### src/rtl/snn_image_loader.sv
// snn_image_loader: receives a packed binary image byte-by-byte, holds it in a
// pixel buffer served to the SNN core's read port, kicks the core, and returns
// the classified digit as an ASCII byte on the transmit handshake.
// Note: rst_n is an active-high synchronous reset despite its name.
module snn_image_loader #(
  parameter int NUM_PIXELS  = 784,
  parameter int TIMEOUT_CYC = 1000000
) (
  input  logic       clk,
  input  logic       rst_n,
  input  logic [7:0] rx_data,
  input  logic       rx_valid,
  output logic       rx_ready,
  input  logic [9:0] addr_input_unit,
  output logic       q_input,
  output logic       start,
  input  logic       done,
  input  logic [3:0] digit,
  output logic [7:0] tx_data,
  output logic       tx_valid,
  input  logic       tx_ready,
  output logic       busy
);

  localparam int NUM_BYTES = NUM_PIXELS / 8;
  localparam int BYTE_W    = (NUM_BYTES > 1) ? $clog2(NUM_BYTES) : 1;
  localparam int IDLE_W    = (TIMEOUT_CYC > 1) ? $clog2(TIMEOUT_CYC) : 1;

  localparam logic [BYTE_W-1:0] LAST_BYTE = BYTE_W'(NUM_BYTES - 1);
  localparam logic [IDLE_W-1:0] IDLE_MAX  = IDLE_W'(TIMEOUT_CYC - 1);
  // One bit wider than the address so that 1024 pixels would still compare correctly
  localparam logic [10:0]       PIX_LIMIT = 11'(NUM_PIXELS);

  typedef enum logic [1:0] {
    LOAD      = 2'd0,
    KICK      = 2'd1,
    WAIT_DONE = 2'd2,
    SEND      = 2'd3
  } state_t;

  state_t              state_reg;
  logic [BYTE_W-1:0]   byte_cnt_reg;
  logic [IDLE_W-1:0]   idle_cnt_reg;
  logic                rx_ready_reg;
  logic                start_reg;
  logic                tx_valid_reg;
  logic [7:0]          tx_data_reg;
  logic                busy_reg;
  logic                q_input_reg;

  logic [NUM_PIXELS-1:0] pix_flat;

  logic                accept;
  logic                timeout_fire;
  logic [BYTE_W-1:0]   wr_idx;
  logic                last_byte;

  // Decode the byte handshake and the mid-frame timeout for this cycle
  always_comb begin
    accept       = 1'b0;
    timeout_fire = 1'b0;
    wr_idx       = byte_cnt_reg;
    last_byte    = 1'b0;
    if (state_reg == LOAD) begin
      accept       = rx_valid && rx_ready_reg;
      timeout_fire = (byte_cnt_reg != '0) && (idle_cnt_reg == IDLE_MAX);
    end
    // A byte landing on the timeout cycle starts a fresh frame at byte 0
    if (timeout_fire) begin
      wr_idx = '0;
    end
    last_byte = (wr_idx == LAST_BYTE);
  end

  // Frame sequencing: load bytes, kick the core, wait for its result, send it
  always_ff @(posedge clk) begin
    if (rst_n) begin
      state_reg    <= LOAD;
      byte_cnt_reg <= '0;
      idle_cnt_reg <= '0;
      rx_ready_reg <= 1'b1;
      start_reg    <= 1'b0;
      tx_valid_reg <= 1'b0;
      tx_data_reg  <= 8'h00;
      busy_reg     <= 1'b0;
    end else begin
      start_reg <= 1'b0;
      case (state_reg)
        LOAD: begin
          if (accept) begin
            idle_cnt_reg <= '0;
            if (last_byte) begin
              byte_cnt_reg <= '0;
              state_reg    <= KICK;
              start_reg    <= 1'b1;
              rx_ready_reg <= 1'b0;
              busy_reg     <= 1'b1;
            end else begin
              byte_cnt_reg <= wr_idx + BYTE_W'(1);
            end
          end else if (timeout_fire) begin
            // Drop the partial frame; buffer contents are kept as they are
            byte_cnt_reg <= '0;
            idle_cnt_reg <= '0;
          end else if (byte_cnt_reg != '0) begin
            idle_cnt_reg <= idle_cnt_reg + IDLE_W'(1);
          end else begin
            idle_cnt_reg <= '0;
          end
        end
        KICK: begin
          state_reg <= WAIT_DONE;
        end
        WAIT_DONE: begin
          if (done) begin
            // Digits above 9 pass straight through the ASCII offset
            tx_data_reg  <= 8'h30 + {4'h0, digit};
            tx_valid_reg <= 1'b1;
            state_reg    <= SEND;
          end
        end
        SEND: begin
          if (tx_ready) begin
            tx_valid_reg <= 1'b0;
            state_reg    <= LOAD;
            rx_ready_reg <= 1'b1;
            busy_reg     <= 1'b0;
          end
        end
        default: begin
          state_reg    <= LOAD;
          byte_cnt_reg <= '0;
          idle_cnt_reg <= '0;
          rx_ready_reg <= 1'b1;
          tx_valid_reg <= 1'b0;
          busy_reg     <= 1'b0;
        end
      endcase
    end
  end

  // Pixel buffer, one register lane per received byte
  genvar gi;
  generate
    for (gi = 0; gi < NUM_BYTES; gi++) begin : g_byte
      logic [7:0] byte_reg;

      // Capture this lane when the active write index selects it
      always_ff @(posedge clk) begin
        if (rst_n) begin
          byte_reg <= 8'h00;
        end else if (accept && (wr_idx == BYTE_W'(gi))) begin
          byte_reg <= rx_data;
        end
      end

      assign pix_flat[8*gi +: 8] = byte_reg;
    end
  endgenerate

  // Registered pixel read port; out-of-range addresses read as zero
  always_ff @(posedge clk) begin
    if (rst_n) begin
      q_input_reg <= 1'b0;
    end else if ({1'b0, addr_input_unit} < PIX_LIMIT) begin
      q_input_reg <= pix_flat[addr_input_unit];
    end else begin
      q_input_reg <= 1'b0;
    end
  end

  assign rx_ready = rx_ready_reg;
  assign start    = start_reg;
  assign tx_valid = tx_valid_reg;
  assign tx_data  = tx_data_reg;
  assign busy     = busy_reg;
  assign q_input  = q_input_reg;

endmodule

### config.mk
export PLATFORM = sky130hd
export DESIGN_NAME = snn_image_loader
export DESIGN_NICKNAME = d
export VERILOG_FILES = /design/src/rtl/snn_image_loader.sv
export SDC_FILE = /design/constraint.sdc
export NUM_CORES = 2
export LEC_CHECK = 0
export CAP_MARGIN = 5
export CELL_PAD_IN_SITES_DETAIL_PLACEMENT = 1
export CELL_PAD_IN_SITES_GLOBAL_PLACEMENT = 2
export CORE_AREA = 2 2 237 414
export CTS_BUF_LIST = sky130_fd_sc_hd__clkbuf_8
export CTS_CLUSTER_DIAMETER = 200
export DETAILED_ROUTE_END_ITERATION = 7
export DIE_AREA = 0 0 239 416
export DONT_BUFFER_PORTS = 1
export PLACE_DENSITY = 0.76
export SKIP_CTS_REPAIR_TIMING = 1
export SLEW_MARGIN = 20
export SYNTH_ARGS = -nofsm -noshare
export SYNTH_HDL_FRONTEND = slang
export SYNTH_SLANG_ARGS = --single-unit
### constraint.sdc
create_clock -name clk -period 4.1 [get_ports clk]
set_input_delay 0.82 -clock clk [delete_from_list [all_inputs] [get_ports clk]]
set_output_delay 0.82 -clock clk [all_outputs]
set_load 0.1 [all_outputs]
==> metrics.md <==
| Metric | Value |
|---|---|
| Worst path max stage delay | `0.38 ns` |
| Crit Path Class | `reg2reg` |
| HP Class | `in2reg` |
| Register area share after synthesis | `44.2%` |
| Maximum vdd drop | `0.000319 V` |
| Sw frac | `25.5%` |
| Post-synthesis compound-gate area fraction | `11.7%` |
| First-pass GRT wire length | `195 mm` |
| CP max stage cell | `o2111a_1` |
| CP required | `4.75 ns` |
| Post-synth ARST share | `0%` |
| Final setup vio count | `0` |
| Gate power share | `5.2%` |
| # port buffers | `0` |
| Multiplexer share of the synthesized area | `18.8%` |
| Clk slew on worst S/H paths | `0.06 ns` |
| Clk root buf | `clkbuf_8` |
| Clock Path Buffers | `3` |
| RSZ-0062 raised after global routing | `no` |
| Setup_tns | `0 ns` |
| Netlist cell types | `74` |
| Static Leak | `0.0130 uW` |
| Skew-Pair Late Insertion Delay | `0.86 ns` |
| Most frequent cells in the layout | `822 x dfxtp_1, 692 x nand2_1, 616 x a21oi_1, 552 x nand3_1, 279 x nor2_1` |
| Vias | `30900` |
| Slew @ Worst Pin | `1.84 ns` |
| Critical path buffers and inverters | `2` |
| CTS tree | `yes` |
| Syn avg cell area | `8.87 um2` |
| EDFF count, synth | `0` |
| Relative max-transition margin | `-22.9%` |
| Outcome | `complete, but fails checks` |
| Gpl congestion | `0.801` |
| Initial drt markers | `2135` |
| Worst hold path endpoint | `g_byte[8].byte_reg[0]` |
| Clock sink count | `823` |
| Initial antenna violation count | `4` |
| Starting density of the core | `38.7%` |
| Final Skew | `0.0203 ns` |
| Post-DP HPWL | `69.0 mm` |
| Sequential cell area | `16500 um2` |
| Post-route antenna net violation count | `0` |
| Total wire length | `126 mm` |
| I/O Pins | `40` |
| Largest register FFs | `784` |
| Worst EP arrival | `4.11 ns` |
| Post-synthesis xor/xnor area fraction | `0.0235%` |
| Worst reg2reg startpoint | `idle_cnt_reg[6]` |
| Min cycle time layout | `3.46 ns` |
| Die width | `239 um` |
| Rows | `151` |
| Top delay family on crit path | `simple AND/OR/NAND/NOR gates` |
| Hold path depth | `1` |
| Layout area overhead | `8.14%` |
| Die span in y | `416 um` |
| Synth area leader | `dfxtp_1` |
| Vias in the first global route | `31900` |
| Yosys Warn Count | `0` |
| Worst r2r path cells | `12` |
| Pwr dens | `389 nW/um2` |
| Largest net degree at the start of global routing | `826` |
| Cells along the critical path | `nor4_1 > nand4_1 > nor3_4 > nand2_1 > and2_1 > inv_1 > ha_1 > o2111a_1 > buf_4 > nand2_1 > nand2_1 > a21oi_1` |
| Routed len/inst | `23.8 um` |
| Critical path's most frequent cell | `nand2_1` |
| Final Hold Fails | `0` |
| Area of the multi-input gates | `19000 um2` |
| Sw power | `4000 uW` |
| Top cells by area, synth | `dfxtp_1 44%, mux4_2 11%, a21oi_1 8.3%, mux2i_1 7.4%, nand3_1 7.4%` |
| Largest family of logic cells by synthesized area | `simple AND/OR/NAND/NOR gates` |
| Final slew viol count | `244` |
| Violated checks | `slew limit` |
| Top cell type's share of synthesized area | `44.2%` |
| Crit path max fanout | `27` |
| # fillers | `11100` |
| Simple-Gate Fraction of Synth Area | `19.9%` |
| Grt ovf | `0` |
| Register bit count reported by yosys | `823` |
| Max-cap violations | `0` |
| DR pass1 iterations | `5` |
| H-Tree Depth | `4` |
| Fraction of power consumed by the clock network | `43.0%` |
| Drt drc | `0` |
| Core area | `96400 um2` |
| Period Utilization, post-route | `84.4%` |
| Hold Crit Start | `rst_n` |
| Vias/cell | `5.82` |
| R2r setup slk | `0.64 ns` |
| Sequential Power Share | `51.8%` |
| Int Pwr | `11700 uW` |
| R2r endpoint | `g_byte[82].byte_reg[3]` |
| Post-Synth Adder-Cell Area | `0.235%` |
| Max Fclk | `289 MHz` |
| Nets | `4028` |
| Hold WS | `0.0929 ns` |
| Worst Setup Start Kind | `flip-flop` |
| Main flop type after synthesis | `dfxtp_1` |
| Most common cell after layout, fill and taps aside | `dfxtp_1` |
| Total global-route track usage | `25.4%` |
| Synthesized cell area | `37200 um2` |
| Share of layout cells above drive strength 1 | `11.9%` |
| DIE AREA | `99400 um2` |
| Mapped Cells | `4198` |
| Setup crit end kind | `flip-flop` |
| CTS Buf Count | `131` |
cells by family after synthesis:
logic type | count (synthesis)
and+or+nand+nor | 1663
DFF | 823
AOI/OAI and AO/OA | 802
muxes | 468
buffers and inverters | 433
adders and majority gates | 7
other | 1
xor gates and xnor gates | 1
final cells by class:
type | instances | area share (%)
Antenna cell | 4 | 0.0249
Clock buffer | 151 | 5.16
Clock inverter | 69 | 0.764
Inverter | 13 | 0.121
Multi-Input combinational cell | 2943 | 47.3
Sequential cell | 823 | 40.9
Tap cell | 1224 | 3.80
Timing Repair Buffer | 82 | 1.93
cell usage after synthesis, drive strengths merged (10+ instances only):
cell type,number
clkbuf,296
nor2b,10
a21oi,617
buf,124
nor4,20
inv,12
nor3,24
nor2,290
o22ai,19
nand2,694
a22oi,14
a2111oi,12
o21ai,77
and2,14
nand3,552
o221ai,16
dfxtp,823
nand2b,11
mux2i,277
nand4,12
mux4,184
worst max path at each step:
stage | startpoint | endpoint | depth (start not counted)
2_1_floorplan | idle_cnt_reg[0] | g_byte[62].byte_reg[0] | 15
3_3_place_gp | addr_input_unit[1] | q_input | 7
3_5_place_dp | addr_input_unit[1] | q_input | 7
4_1_cts | idle_cnt_reg[0] | g_byte[82].byte_reg[1] | 13
5_1_grt | idle_cnt_reg[0] | g_byte[50].byte_reg[0] | 13
6_report | idle_cnt_reg[6] | g_byte[82].byte_reg[3] | 12
power by group through the flow:
stage	registers, uW	logic [uW]	clock network (uW)
final	8130	811	6740
after global routing	8130	864	7290
after CTS	8130	813	6940
after detailed placement	8310	808	0
after global placement	8310	793	0
after floorplan	8330	829	0
worst reg2reg max path: cells and delay by family, from the launching register on:
family | cells | cell delay, ns
flip-flops | 1 | 0.37
AND/OR/NAND/NOR | 7 | 1.75
AO/OA/AOI/OAI | 2 | 0.46
adder cells (fa/ha/maj) | 1 | 0.25
buffers and inverters | 2 | 0.44
layer usage:
metal,track usage (%),part of all wire [%]
met5,0,0.018
met4,9.04,3.2
met3,4.28,3.7
met2,44.9,51
met1,30.9,42
per-stage QoR:
stage	std cells	area (um2)	util, %	power, uW	setup slack [ns]
global placement	5085	37900	39.3	9100	0.458
global route	5307	40300	41.8	16300	0.479
finish	5309	40300	41.8	15700	0.639
CTS	5305	40300	41.8	15900	0.700
detailed placement	5085	37900	39.3	9120	0.430
floorplan	4199	37200	-	9160	0.855
No activity file was read; power rests on OpenSTA's default activity.
